`src/rtl/mips_exec_ctrl.sv`:
```
// Execution sequencer for the 5-stage MIPS pipeline: run / step / pause / restart-with-flush / halt.
// Latency: a command accepted at edge k shows its new state's outputs in the cycle after edge k.
// Backpressure: o_cmd_ready is low in STEP and FLUSH; all outputs decode from registered state only.
// Optional cycle watchdog: define MIPS_EXEC_CYCLE_LIMIT_EN (o_timeout tied 0 when undefined).
module mips_exec_ctrl #(
  parameter int NB_CMD     = 2,
  parameter int NB_CYCLES  = 32,
  parameter int MAX_CYCLES = 1024
) (
  input  logic                 i_clk,
  input  logic                 i_rst,
  input  logic                 i_cmd_valid,
  input  logic [NB_CMD-1:0]    i_cmd,
  output logic                 o_cmd_ready,
  input  logic                 i_halt,
  output logic                 o_pipe_en,
  output logic                 o_pipe_flush,
  output logic                 o_done,
  output logic                 o_step_done,
  output logic                 o_timeout,
  output logic [NB_CYCLES-1:0] o_cycle_count
);

  typedef enum logic [2:0] {
    S_IDLE  = 3'd0,
    S_RUN   = 3'd1,
    S_STEP  = 3'd2,
    S_FLUSH = 3'd3,
    S_DONE  = 3'd4
  } state_t;

  localparam logic [NB_CMD-1:0]    CMD_RUN  = NB_CMD'(1);
  localparam logic [NB_CMD-1:0]    CMD_STEP = NB_CMD'(2);
  localparam logic [NB_CMD-1:0]    CMD_STOP = NB_CMD'(3);
  localparam logic [NB_CYCLES-1:0] LIMIT    = NB_CYCLES'(MAX_CYCLES - 1);

`ifdef MIPS_EXEC_CYCLE_LIMIT_EN
  localparam bit LIMIT_EN = 1'b1;
`else
  localparam bit LIMIT_EN = 1'b0;
`endif

  state_t               state;
  state_t               state_next;
  logic                 pend_step;       // target after FLUSH: 1 = STEP, 0 = RUN
  logic                 pend_step_next;
  logic                 step_done;
  logic [NB_CYCLES-1:0] cnt;

  logic accept;
  logic halt_eff;
  logic cnt_sat;
  logic limit_hit;

  assign accept   = i_cmd_valid && o_cmd_ready;
  // HALT in WB only means something while the pipeline is actually advancing
  assign halt_eff = i_halt && o_pipe_en;
  assign cnt_sat  = &cnt;
  // Watchdog fires on the edge that would take the count from MAX-1 to MAX
  assign limit_hit = LIMIT_EN && (state == S_RUN) && (cnt == LIMIT) && !cnt_sat;

  // State and pending-target registers
  always_ff @(posedge i_clk or posedge i_rst) begin
    if (i_rst) begin
      state     <= S_IDLE;
      pend_step <= 1'b0;
    end else begin
      state     <= state_next;
      pend_step <= pend_step_next;
    end
  end

  // Next-state logic and capture of the restart target when leaving DONE
  always_comb begin
    state_next     = state;
    pend_step_next = pend_step;
    case (state)
      S_IDLE: begin
        if (accept && i_cmd == CMD_RUN)       state_next = S_RUN;
        else if (accept && i_cmd == CMD_STEP) state_next = S_STEP;
      end
      S_RUN: begin
        if (halt_eff)                         state_next = S_DONE;
        else if (limit_hit)                   state_next = S_DONE;
        else if (accept && i_cmd == CMD_STOP) state_next = S_IDLE;
      end
      S_STEP: begin
        state_next = halt_eff ? S_DONE : S_IDLE;
      end
      S_FLUSH: begin
        state_next = pend_step ? S_STEP : S_RUN;
      end
      S_DONE: begin
        if (accept && (i_cmd == CMD_RUN || i_cmd == CMD_STEP)) begin
          state_next     = S_FLUSH;
          pend_step_next = (i_cmd == CMD_STEP);
        end
      end
      default: state_next = S_IDLE;
    endcase
  end

  // Moore output decode from the current state
  always_comb begin
    o_pipe_en    = 1'b0;
    o_pipe_flush = 1'b0;
    o_done       = 1'b0;
    o_cmd_ready  = 1'b0;
    case (state)
      S_IDLE:  o_cmd_ready = 1'b1;
      S_RUN:   begin o_pipe_en = 1'b1; o_cmd_ready = 1'b1; end
      S_STEP:  o_pipe_en = 1'b1;
      S_FLUSH: o_pipe_flush = 1'b1;
      S_DONE:  begin o_done = 1'b1; o_cmd_ready = 1'b1; end
      default: ;
    endcase
  end

  // Step-done pulse lands in the first cycle of the state after STEP
  always_ff @(posedge i_clk or posedge i_rst) begin
    if (i_rst) step_done <= 1'b0;
    else       step_done <= (state == S_STEP);
  end

  assign o_step_done = step_done;

  // Saturating count of enabled cycles, restarted when the flush completes
  always_ff @(posedge i_clk or posedge i_rst) begin
    if (i_rst)                      cnt <= '0;
    else if (state == S_FLUSH)      cnt <= '0;
    else if (o_pipe_en && !cnt_sat) cnt <= cnt + 1'b1;
  end

  assign o_cycle_count = cnt;

`ifdef MIPS_EXEC_CYCLE_LIMIT_EN
  logic timeout;

  // Sticky watchdog flag; a simultaneous HALT counts as a normal finish
  always_ff @(posedge i_clk or posedge i_rst) begin
    if (i_rst)                       timeout <= 1'b0;
    else if (state == S_FLUSH)       timeout <= 1'b0;
    else if (limit_hit && !halt_eff) timeout <= 1'b1;
  end

  assign o_timeout = timeout;
`else
  assign o_timeout = 1'b0;
`endif

endmodule

```
`config.mk`:
```
export PLATFORM = sky130hd
export DESIGN_NAME = mips_exec_ctrl
export DESIGN_NICKNAME = d
export VERILOG_FILES = /design/src/rtl/mips_exec_ctrl.sv
export SDC_FILE = /design/constraint.sdc
export NUM_CORES = 1
export LEC_CHECK = 0
export ABC_AREA = 1
export CAP_MARGIN = 20
export CELL_PAD_IN_SITES_DETAIL_PLACEMENT = 1
export CELL_PAD_IN_SITES_GLOBAL_PLACEMENT = 1
export CORE_UTILIZATION = 38
export CTS_BUF_LIST = sky130_fd_sc_hd__clkbuf_4 sky130_fd_sc_hd__clkbuf_8
export DETAILED_ROUTE_END_ITERATION = 16
export PLACE_DENSITY = 0.93
export SETUP_SLACK_MARGIN = 0.2
export SLEW_MARGIN = 25
export SYNTH_ARGS = -nofsm -noshare
export SYNTH_HDL_FRONTEND = slang
export SYNTH_SLANG_ARGS = --single-unit
```
`constraint.sdc`:
```
create_clock -name i_clk -period 2.23 [get_ports i_clk]
set_clock_uncertainty 0.1 [all_clocks]
set_input_delay 0.3345 -clock i_clk [delete_from_list [all_inputs] [get_ports i_clk]]
set_output_delay 0.3345 -clock i_clk [all_outputs]
set_load 0.03 [all_outputs]
```
==> flow_metrics.env <==
export IMPL_drt_wirelength_per_cell_microns=16.7
export IMPL_grt_setup_unrepaired="no"
export IMPL_core_sq_mm=0.00642
export IMPL_clkTransAtPathRegs_ns=0.08
export IMPL_synth_distinct_cells=29
export IMPL_synthDominantAreaCellType="sky130_fd_sc_hd__dfrtp_1"
export IMPL_cts_tree="done"
export IMPL_cpMaxStageDelayCell="sky130_fd_sc_hd__dfrtp_1"
export IMPL_first_pass_grt_wire_length_mm=14.5
export IMPL_p_leak_uw=0.00163
export IMPL_seq_area_frac_synth=0.361
export IMPL_outcome="complete, but fails checks"
export IMPL_firstDrtPassIters=10
export IMPL_synth_seq_cells=37
export IMPL_synthesis_instances=398
export IMPL_crit_path_max_incr_delay_ns=0.47
export IMPL_floorplan_rows=29
export IMPL_finalSetupViolations=0
export IMPL_vias_post_dr=2876
export IMPL_crit_buf_inv=1
export IMPL_dp_cells=535
export IMPL_power_share_combinational=0.458
export IMPL_grt_max_degree=31
export IMPL_chipHeight_microns=84.1
export IMPL_cp_required_ns=2.37
export IMPL_totalNegativeSetupSlack_ns=0
export IMPL_final_min_clock_period_ns=1.96
export IMPL_syn_mean_instance_area_sq_um=6.44
export IMPL_detail_route_wirelength_mm=9.10
export IMPL_synth_edff_count=0
export IMPL_critical_path_max_fanout=30
export IMPL_drtAntennaViolNets=0
export IMPL_timing_setup_critical_path_class="flip-flop to flip-flop"
export IMPL_async_reset_ff_frac=1.00
export IMPL_synth_largest_type_area_fraction=0.361
export IMPL_critical_path_top_delay_family="simple AND/OR/NAND/NOR gates"
export IMPL_floorplan_die_area_sq_mm=0.00708
export IMPL_insertion_delay_ns=0.30
export IMPL_die_width_microns=84.1
export IMPL_layout_drive_gt1_share=0.126
export IMPL_worst_setup_path_start_kind="flip-flop"
export IMPL_clock_power_share=0.237
export IMPL_first_global_vias=3001
export IMPL_internal_power_uw=1490
export IMPL_max_cap_violations=0
export IMPL_final_net_count=478
export IMPL_initial_antenna_violation_count=0
export IMPL_area_growth_synth_to_final_pct=32.2
export IMPL_cellPowerDensity_mw_per_mm2=803
export IMPL_post_synth_instance_area_sq_mm=0.00256
export IMPL_tritoncts_num_buffers=5
export IMPL_clock_root_buffer="sky130_fd_sc_hd__clkbuf_8"
export IMPL_global_route_usage_over_all_layers=0.259
export IMPL_post_synth_main_area_contributors="sky130_fd_sc_hd__dfrtp_1 36%, sky130_fd_sc_hd__nand2_1 25%, sky130_fd_sc_hd__nor2_1 9.2%"
export IMPL_syn_nets=408
export IMPL_num_ports=44
export IMPL_fmax_mhz=511
export IMPL_critical_path_top_cell_by_count="sky130_fd_sc_hd__nand2_1"
export IMPL_cts_htree_levels=2
export IMPL_tritoncts_num_sinks=37
export IMPL_timing_critical_path_to_type="flip-flop"
export IMPL_timing_final_max_slew_violations=0
export IMPL_synth_top_cells_by_count="171 x sky130_fd_sc_hd__nand2_1, 63 x sky130_fd_sc_hd__nor2_1, 37 x sky130_fd_sc_hd__dfrtp_1"
export IMPL_post_route_util=0.528
export IMPL_initial_utilization=0.399
export IMPL_cts_max_path_buffers=2
export IMPL_switching_power_uw=1230
export IMPL_synthFlopType="sky130_fd_sc_hd__dfrtp_1"
export IMPL_cp_startpoint="o_cycle_count[22]"
export IMPL_crit_path_cell_trace="nand2_1 > nor2_1 > nand2_1 > nor2_4 > nand2_1 > nand2_2 > nand2_4 > clkinv_8 > nand2_1 > nand2_1"
export IMPL_violations_in_the_final_reports="DRC"
export IMPL_finalHoldViolations=0
export IMPL_hold_slack_ns=0.279
export IMPL_measured_slew_at_the_worst_slew_check_pin_ns=0.565
export IMPL_ir_worst_vdd_v=0.000451
export IMPL_drt_first_iter_violations=237
export IMPL_yosysMostFrequentCell="sky130_fd_sc_hd__nand2_1"
export IMPL_numPortBuffers=42
export IMPL_min_period_over_period=0.878
export IMPL_yosys_warnings=0
export IMPL_stdcell_count=546
export IMPL_gp_congestion=0.893
export IMPL_route_detailed_drc=6
export IMPL_maxSlewHeadroom=0.623
export IMPL_min_delay_path_class="input pin to asynchronous set/reset pin"
export IMPL_post_drt_via_cell_ratio=5.27
export IMPL_crit_arrival_ns=2.10
export IMPL_gr_total_overflow=0
export IMPL_sw_ratio=0.452
export IMPL_share_seq_of_total_power=0.305
export IMPL_critical_path_reg2reg_startpoint="o_cycle_count[22]"
export IMPL_place_detailed_hpwl_mm=6.49
export IMPL_antenna_cells_inserted=0
## power groups by stage
| stage | logic, uW | clock network [uW] | registers [uW] |
|---|---|---|---|
| 2_1_floorplan | 783 | 0 | 917 |
| 3_5_place_dp | 1200 | 0 | 844 |
| 5_1_grt | 1350 | 672 | 844 |
| 4_1_cts | 1190 | 647 | 830 |
| 3_3_place_gp | 1160 | 0 | 833 |
| 6_report | 1250 | 645 | 830 |
## repair_timing
| action | in CTS | in global routing |
|---|---|---|
| gates resized for setup | 5 | 10 |
| buffers inserted | 0 | 2 |
| pin swaps | 0 | 1 |
| gates cloned | 0 | 1 |
| setup endpoints to repair | 28 | 33 |
| hold buffers | 0 | 0 |
## cell usage in the layout (no fill, tap or decap), types with 3 or more instances in the layout
cell,instances
sky130_fd_sc_hd__a21oi_1,4
sky130_fd_sc_hd__buf_4,29
sky130_fd_sc_hd__clkbuf_8,6
sky130_fd_sc_hd__clkdlybuf4s50_1,38
sky130_fd_sc_hd__dfrtp_1,34
sky130_fd_sc_hd__dfrtp_2,3
sky130_fd_sc_hd__ha_1,4
sky130_fd_sc_hd__inv_1,32
sky130_fd_sc_hd__nand2_1,171
sky130_fd_sc_hd__nand3_1,23
sky130_fd_sc_hd__nand4_1,19
sky130_fd_sc_hd__nor2_1,62
sky130_fd_sc_hd__nor2_4,4
sky130_fd_sc_hd__o21ai_0,4
sky130_fd_sc_hd__or2_2,3
sky130_fd_sc_hd__xnor2_1,3
sky130_fd_sc_hd__xor2_1,8
## cell families (layout without fill, tap and decap cells)
group                    Yosys count  count (layout)  synth area share
other                              1               1           0.00146
buffers and inverters             45             115            0.0796
adder cells (fa/ha/maj)            4               4            0.0195
AND/OR/NAND/NOR                  288             288             0.473
AO/OA/AOI/OAI                     12              13            0.0278
XOR/XNOR                          11              11            0.0376
flip-flops                        37              37             0.361
## path summary, 6_finish.rpt
kind	to	slack (ns)	cells past startpoint
max	o_cycle_count[17]	0.27	10
min reg2reg	pend_step	0.46	2
max in group asynchronous	o_cycle_count[9]	1.13	3
min in group i_clk	pend_step	0.46	2
max reg2reg	o_cycle_count[17]	0.27	10
min	o_cycle_count[8]	0.28	2
## layout make-up
type                       count  area [sq um]
clock buffer                   7          90.1
clock inverter                 1          30.0
fill                         855          3030
inverter                      36           148
multi-input combinational    317          1460
sequential                    37           930
tap                           77          96.3
timing repair buffer          71           631
## metrics by stage
stage / cell area [sq um] / total power [uW] / setup WS, ns
4_1_cts: 3340 / 2670 / 0.161
3_3_place_gp: 3220 / 1990 / 0.0943
2_1_floorplan: 2560 / 1700 / 0.263
5_1_grt: 3390 / 2860 / 0.100
6_report: 3390 / 2720 / 0.271
3_5_place_dp: 3220 / 2040 / -0.0752
## sequential cells by signal, indices dropped and copies added, names as in the netlist
name and flops:
o_cycle_count 32, o_step_done 1, state 3, pend_step 1
## per-layer routing
| layer | GRT usage | vias up | routed length (microns) |
|---|---|---|---|
| li1 | - | 1374 | - |
| met1 | 0.332 | 1412 | 3900 |
| met2 | 0.458 | 79 | 4620 |
| met4 | 0.0705 | 0 | 125 |
| met5 | 0 | - | 0 |
| met3 | 0.0326 | 11 | 462 |
Power figures use the tool's default switching activity.
